## src/rtl/mig_serial_eval.sv

```systemverilog
// Serial evaluator for 4-input majority-inverter networks: one shared MAJ3
// unit walks every gate for each of the 16 input patterns to build a truth table.
module mig_serial_eval #(
  parameter int MAX_GATES = 8,
  parameter int NODE_W    = 4
) (
  input  logic                    clk,
  input  logic                    rst_n,
  input  logic                    cfg_we,
  input  logic [2:0]              cfg_addr,
  input  logic [3*(NODE_W+1)-1:0] cfg_data,
  input  logic [3:0]              num_gates,
  input  logic [NODE_W-1:0]       out_sel,
  input  logic                    out_inv,
  input  logic                    start,
  output logic                    busy,
  output logic                    done,
  output logic                    err,
  output logic [15:0]             tt
);

  localparam int AW = (MAX_GATES > 1) ? $clog2(MAX_GATES) : 1;
  localparam int NN = 1 << NODE_W;
  localparam int DW = 3 * (NODE_W + 1);

  typedef enum logic [1:0] {IDLE, EVAL, FIN} state_t;

  state_t                state, state_next;
  logic [DW-1:0]         desc [MAX_GATES];
  logic [MAX_GATES-1:0]  res;
  logic [3:0]            p, g, gates;
  logic [NODE_W-1:0]     osel;
  logic                  oinv;

  logic [NN-1:0]         nodes;
  logic [DW-1:0]         cur;
  logic [NODE_W-1:0]     sel;
  logic [2:0]            opv;
  logic                  bad, maj, start_bad, gate_cycle;
  logic [AW-1:0]         g_idx;

  assign g_idx = g[AW-1:0];

  // Node vector indexed directly by a node select: const0, x0..x3, gate results.
  always_comb begin
    nodes                  = '0;
    nodes[4:1]             = p;
    nodes[5 +: MAX_GATES]  = res;
  end

  always_comb begin
    cur = desc[g_idx];
    sel = '0;
    opv = '0;
    bad = 1'b0;
    for (int unsigned k = 0; k < 3; k++) begin
      sel    = cur[k*(NODE_W+1) +: NODE_W];
      opv[k] = nodes[sel] ^ cur[k*(NODE_W+1) + NODE_W];
      if (int'(sel) >= 5 + int'(g)) bad = 1'b1;
    end
    maj = (opv[0] & opv[1]) | (opv[0] & opv[2]) | (opv[1] & opv[2]);
  end

  assign start_bad  = (int'(num_gates) > MAX_GATES) ||
                      (int'(out_sel) > 4 + int'(num_gates));
  assign gate_cycle = (g != gates);

  always_comb begin
    state_next = state;
    busy       = 1'b0;
    done       = 1'b0;
    case (state)
      IDLE: if (start) state_next = start_bad ? FIN : EVAL;
      EVAL: begin
        busy = 1'b1;
        if (gate_cycle) begin
          if (bad) state_next = FIN;
        end else if (p == 4'd15) begin
          state_next = FIN;
        end
      end
      FIN: begin
        done       = 1'b1;
        state_next = IDLE;
      end
      default: state_next = IDLE;
    endcase
  end

  always_ff @(posedge clk) begin
    if (!rst_n) state <= IDLE;
    else        state <= state_next;
  end

  always_ff @(posedge clk) begin
    if (!rst_n) begin
      for (int unsigned i = 0; i < MAX_GATES; i++) desc[i] <= '0;
      res   <= '0;
      p     <= '0;
      g     <= '0;
      gates <= '0;
      osel  <= '0;
      oinv  <= 1'b0;
      tt    <= '0;
      err   <= 1'b0;
    end else begin
      case (state)
        IDLE: begin
          if (cfg_we) desc[cfg_addr[AW-1:0]] <= cfg_data;
          if (start) begin
            gates <= num_gates;
            osel  <= out_sel;
            oinv  <= out_inv;
            tt    <= '0;
            err   <= start_bad;
            p     <= '0;
            g     <= '0;
          end
        end
        EVAL: begin
          if (gate_cycle) begin
            if (bad) begin
              err <= 1'b1;
              tt  <= '0;
            end else begin
              res[g_idx] <= maj;
              g          <= g + 4'd1;
            end
          end else begin
            tt[p] <= nodes[osel] ^ oinv;
            g     <= '0;
            if (p != 4'd15) p <= p + 4'd1;
          end
        end
        default: ;
      endcase
    end
  end

endmodule
```

## config.mk

```make
export PLATFORM = sky130hd
export DESIGN_NAME = mig_serial_eval
export DESIGN_NICKNAME = d
export VERILOG_FILES = /design/src/rtl/mig_serial_eval.sv
export SDC_FILE = /design/constraint.sdc
export NUM_CORES = 1
export LEC_CHECK = 0
export CAP_MARGIN = 5
export CORE_MARGIN = 10
export CORE_UTILIZATION = 28
export DETAILED_ROUTE_END_ITERATION = 8
export PLACE_DENSITY_LB_ADDON = 0.3
export RECOVER_POWER = 25
export SKIP_CTS_REPAIR_TIMING = 1
export SYNTH_ARGS = -nofsm -noshare
export SYNTH_HDL_FRONTEND = slang
export SYNTH_SLANG_ARGS = --single-unit
```

## constraint.sdc

```tcl
create_clock -name clk -period 4.9 [get_ports clk]
set_input_delay 0.98 -clock clk [delete_from_list [all_inputs] [get_ports clk]]
set_output_delay 0.98 -clock clk [all_outputs]
set_load 0.03 [all_outputs]
```

; ---- Word-level counts from Yosys, hierarchy flattened
; Memories as Yosys holds them, arrays and structs flattened. A register that Yosys moved wholly into a read port is not among the register bits.
; Cells that the tools add are included.
[totals]
input_bits = 31
mem_bits_rw = 120
reg_bits = 44
output_inout_bits = 19
n_memories = 1
[op_classes]
eq_ne = 13
n_reduce_logical = 13
addsub = 4
bitwise_logic = 10
order_cmp = 13
n_mux = 50
[memory_table]
columns = name, depth, word_bits, read_ports, rd_clocked_by_memory_dff, write_ports, line_no
row1 = desc, 8, 15, 1, 1, 8, 29  ; logic [DW-1:0] desc [MAX_GATES];
[ops]
columns = cell, n
row1 = >= comparator 5 x 32 -> 1 bit, 2
row2 = two-way mux 16 bit, 3
row3 = one-hot mux 16 bit (2 select lines), 1
row4 = "less-than comparator 4 x 5 -> 1 bit, second input constant", 5
row5 = two-way mux 1 bit, 20
row6 = two-way mux 4 bit, 5
row7 = binary-select mux 1 bit (select 4 bit), 4
row8 = bitwise mux 16 bit, 1
row9 = one-hot mux 4 bit (2 select lines), 2
row10 = two-way mux 15 bit, 1
row11 = OR reduction 15 bit, 1
row12 = AND reduction 3 bit, 4
row13 = "adder 3 x 4 -> 5 bit, first input constant", 2
row14 = two-way mux 2 bit, 5
row15 = "inequality test 2 bit, second input constant", 5
row16 = two-way mux 3 bit, 3
row17 = "inequality test 3 bit, second input constant", 3
row18 = "adder 4 x 1 -> 4 bit, second input constant", 2
row19 = bitwise mux 8 bit, 1
row20 = AND reduction 4 bit, 2
row21 = >= comparator 4 x 5 -> 1 bit, 1
row22 = > comparator 4 x 5 -> 1 bit, 1
row23 = demux 1 bit (select 4 bit), 1
row24 = "equality test 4 bit, second input constant", 1
row25 = 20 further kinds, 27

; ---- Logic depth before layout (Yosys ltp)
[logic_depth]
depth_word = 10
mapped_depth = 16

; ---- Worst setup path before layout
; Ideal clock, no wire load.
[synth_path]
path_kind = reg2reg
start = register (tool-made name)
end = register res[3]
arrival_time_ns = 3.095
path_buffers = 3
stages_incl_launch_ff = 14
synth_period_minus_slack_ns = 3.234
path_slack_ns = 1.666
required_ns = 4.761
cell_sequence = dfxtp_1 > buf_6 > buf_8 > mux4_2 > mux2i_1 > inv_1 > ha_1 > nor2b_1 > o21ai_0 > a41oi_1 > clkbuf_1 > nor4_1 > nor3b_1 > a221oi_1
[synth_lines]
columns = element, line_no
row1 = "to (signal, indexed assignment)", 126  ; res[g_idx] <= maj;
row2 = to (decl), 30  ; logic [MAX_GATES-1:0] res;

==> results.json <==
{
  "outcome": "completed",
  "drcViolationCount": 0,
  "arrival_ps": 4560,
  "hold_class": "flop to flop",
  "relSlewSlack_pct": 24.49,
  "synth-main-ff-cell": "edfxtp_1",
  "rrSetupSlack_ps": 620,
  "chipWidth_um": 196.7,
  "final_layout_size_suffix_gt1_share_pct": 11.60,
  "synthCells": 747,
  "fin_crit_sh_pct": 87.25,
  "vias_per_cell": 4.830,
  "core_region_area_um2": 30670,
  "drt_iter0_markers": 460,
  "io_buffers": 49,
  "skew_ps": 15.82,
  "grt_pass1_wl_um": 34400,
  "setup_viol": 0,
  "rows": 64,
  "grt_max_degree": 31,
  "maxCapViolCount": 0,
  "synth_common_cells": "and2_1 (126), edfxtp_1 (120), a21oi_1 (53)",
  "cp.required_ps": 5180,
  "ys_warn_count": 0,
  "synth.avg_cell_area_um2": 11.71,
  "period_needed_ps": 4275,
  "comb_power_share_pct": 9.4,
  "p_switching_mw": 0.9136,
  "cts.sinks": 167,
  "root_buffer": "clkbuf_16",
  "ys_top_cells_by_area": "edfxtp_1 (41%), dfxtp_1 (11%), and2_1 (9.0%)",
  "cp_max_fo": 21,
  "antenna_cells": 0,
  "ant_nets": 0,
  "synth_top_area_cell": "edfxtp_1",
  "syn_nets": 801,
  "finalMaxSlewViolations": 0,
  "worstSetupPathType": "flop to flop",
  "whs_path_depth": 2,
  "netlist_area_um2": 8745,
  "finalHoldViolCount": 0,
  "dr.pass1.iters": 5,
  "synth_edf_count": 120,
  "fmax_mhz": 233.9,
  "p_sw_share_pct": 27.23,
  "overflow": 0,
  "hold_end": "tt[1]",
  "place_congestion": 0.8298,
  "pwr-share-clk_pct": 43.1,
  "synth_top_area_share_pct": 41.21,
  "p_leak_nw": 3.673,
  "synth-seq-cells": 167,
  "area_growth_pct": 17.96,
  "p_per_area_nw_per_um2": 325.3,
  "r2r-end": "tt[11]",
  "seqPwrFrac_pct": 47.5,
  "grt_usage_pct": 11.46,
  "dieArea_um2": 38700,
  "start_kind": "flop",
  "cp-end-kind": "flop",
  "max_slew.worst_pin.slew_ps": 1118,
  "start_util_pct": 28.51,
  "ys_types": 69,
  "path_clk_slew_ps": 80,
  "slowest_stage": "a41oi_1",
  "routed_wl_um": 22260,
  "rsz0062_at_grt": "no",
  "cts_tree": "built",
  "via_count": 5825,
  "cts_buffers": 17,
  "io_pins": 50,
  "fp.dieH_um": 196.7,
  "ys_seq_area_share_pct": 51.97,
  "synth.most_common_cell": "and2_1",
  "fin_setup_tns_ps": 0,
  "synth_async_sr_flop_share_pct": 0,
  "clock_latency_ps": 440,
  "slowest_delay_ps": 880,
  "dp_hpwl_um": 15360,
  "cp_cell_sequence": "mux4_2 > mux2i_1 > inv_1 > ha_1 > nor2b_1 > o21ai_0 > a41oi_1 > o21bai_1 > buf_4 > o21ai_0 > a21oi_1",
  "finish.utilization_pct": 33.63,
  "fin_nets": 851,
  "grt_pass1_vias": 5822,
  "vdd_drop_max_mv": 0.2333,
  "hp-start": "tt[1]",
  "cell_internal_pwr_mw": 2.442,
  "path_common_cell": "o21ai_0",
  "wl_per_cell_um": 18.46,
  "cts_buffer_depth": 2,
  "antenna_found_initial": 1,
  "r2r_cells": 11,
  "h-tree-depth": 4
}
[cell usage in the layout (no fill, tap or decap), types with 3 or more instances in the layout]
| cell | Yosys | layout |
|---|---|---|
| nor2b_1 | 11 | 11 |
| mux4_2 | 24 | 24 |
| buf_4 | 0 | 15 |
| mux2_2 | 4 | 4 |
| a21boi_0 | 5 | 5 |
| clkdlybuf4s50_1 | 0 | 48 |
| clkbuf_16 | 0 | 17 |
| o21bai_1 | 3 | 3 |
| mux2i_1 | 33 | 33 |
| nor4_1 | 10 | 10 |
| and2_0 | 0 | 27 |
| clkinv_8 | 0 | 5 |
| and2_1 | 126 | 99 |
| o21ai_1 | 1 | 3 |
| xnor2_1 | 4 | 4 |
| inv_1 | 20 | 20 |
| nor3b_1 | 6 | 6 |
| edfxtp_1 | 120 | 120 |
| nand2_1 | 51 | 51 |
| nand3_1 | 10 | 10 |
| nor3_2 | 1 | 3 |
| nand2b_1 | 13 | 13 |
| o21ai_0 | 41 | 38 |
| clkbuf_1 | 25 | 5 |
| inv_8 | 0 | 4 |
| o21a_1 | 4 | 4 |
| ha_1 | 23 | 23 |
| o311ai_0 | 4 | 4 |
| a221oi_1 | 8 | 8 |
| nand3b_1 | 3 | 3 |
| nor3_1 | 8 | 6 |
| xor2_1 | 7 | 7 |
| nor2_1 | 26 | 26 |
| mux4_1 | 5 | 5 |
| a21oi_1 | 53 | 53 |
| dfxtp_1 | 47 | 46 |
[worst max-delay path, delay by kind of cell, from the launching register on]
family,cells,cell delay (ps)
AOI/OAI and AO/OA,5,1420
adders and majority gates,1,300
buffers and inverters,2,370
DFF,1,770
muxes,2,1140
and+or+nand+nor,1,110
[logic make-up after synthesis]
logic type | after synthesis | share of synthesized area, %
adder cells (fa/ha/maj) | 23 | 3.291
AND/OR/NAND/NOR | 273 | 17.37
AO/OA/AOI/OAI | 144 | 10.22
multiplexers | 68 | 12.41
flip-flops | 167 | 51.97
XOR/XNOR | 12 | 1.288
buffers and inverters | 60 | 3.462
[per-stage QoR]
step / instances / power (mW) / setup WS, ps / hold WS [ps] / instance area, µm²
5_1_grt: 1206 / 3.480 / 272.2 / 491.5 / 10310
2_1_floorplan: 747 / 1.817 / 1666 / 441.4 / 8745
3_3_place_gp: 1174 / 1.945 / 618.8 / 460.9 / 9693
3_5_place_dp: 1174 / 1.947 / 592.5 / 463.1 / 9693
6_report: 1206 / 3.355 / 624.9 / 479.8 / 10310
4_1_cts: 1206 / 3.381 / 579.7 / 476.3 / 10330
[routing by layer]
metal  part of all wire [%]  GRT usage (%)  vias to the layer above
met5                      0              0                        -
met4                   0.86          2.638                        0
met3                    5.7          2.749                       15
met2                     46          17.84                      145
met1                     48          15.74                     2816
li1                       -              -                     2849
[power by group through the flow]
stage	logic, mW	registers (mW)	clock network, mW
floorplan	0.200	1.62	0
global placement	0.318	1.63	0
detailed placement	0.319	1.63	0
CTS	0.320	1.59	1.47
global route	0.346	1.60	1.53
finish	0.315	1.59	1.45
[registers in the layout, indices dropped and copies added (netlist names), named ones only]
signal / cells
desc: 120
err: 1
g: 4
gates: 4
oinv: 1
osel: 4
p: 4
res: 8
state: 2
tt: 16
[worst max-delay path by stage]
stage	from	end	slack [ps]	cells past startpoint
final	flop	tt[11]	620	11
after global routing	flop	tt[7]	270	11
after CTS	flop	res[5]	580	11
after detailed placement	flop	tt[11]	590	11
after global placement	flop	res[5]	620	10
after floorplan	flop	res[3]	1670	13
[final cells by class]
| class | count | area, µm² |
|---|---|---|
| well taps | 396 | 495.5 |
| clock inverters | 15 | 215.2 |
| inverters | 21 | 80.08 |
| flip-flops and latches | 167 | 4546 |
| clock buffers | 17 | 425.4 |
| repair buffers | 70 | 641.9 |
| multi-input cells | 520 | 3911 |
| fillers | 3034 | 20350 |
No activity file was read; power rests on OpenSTA's default activity.
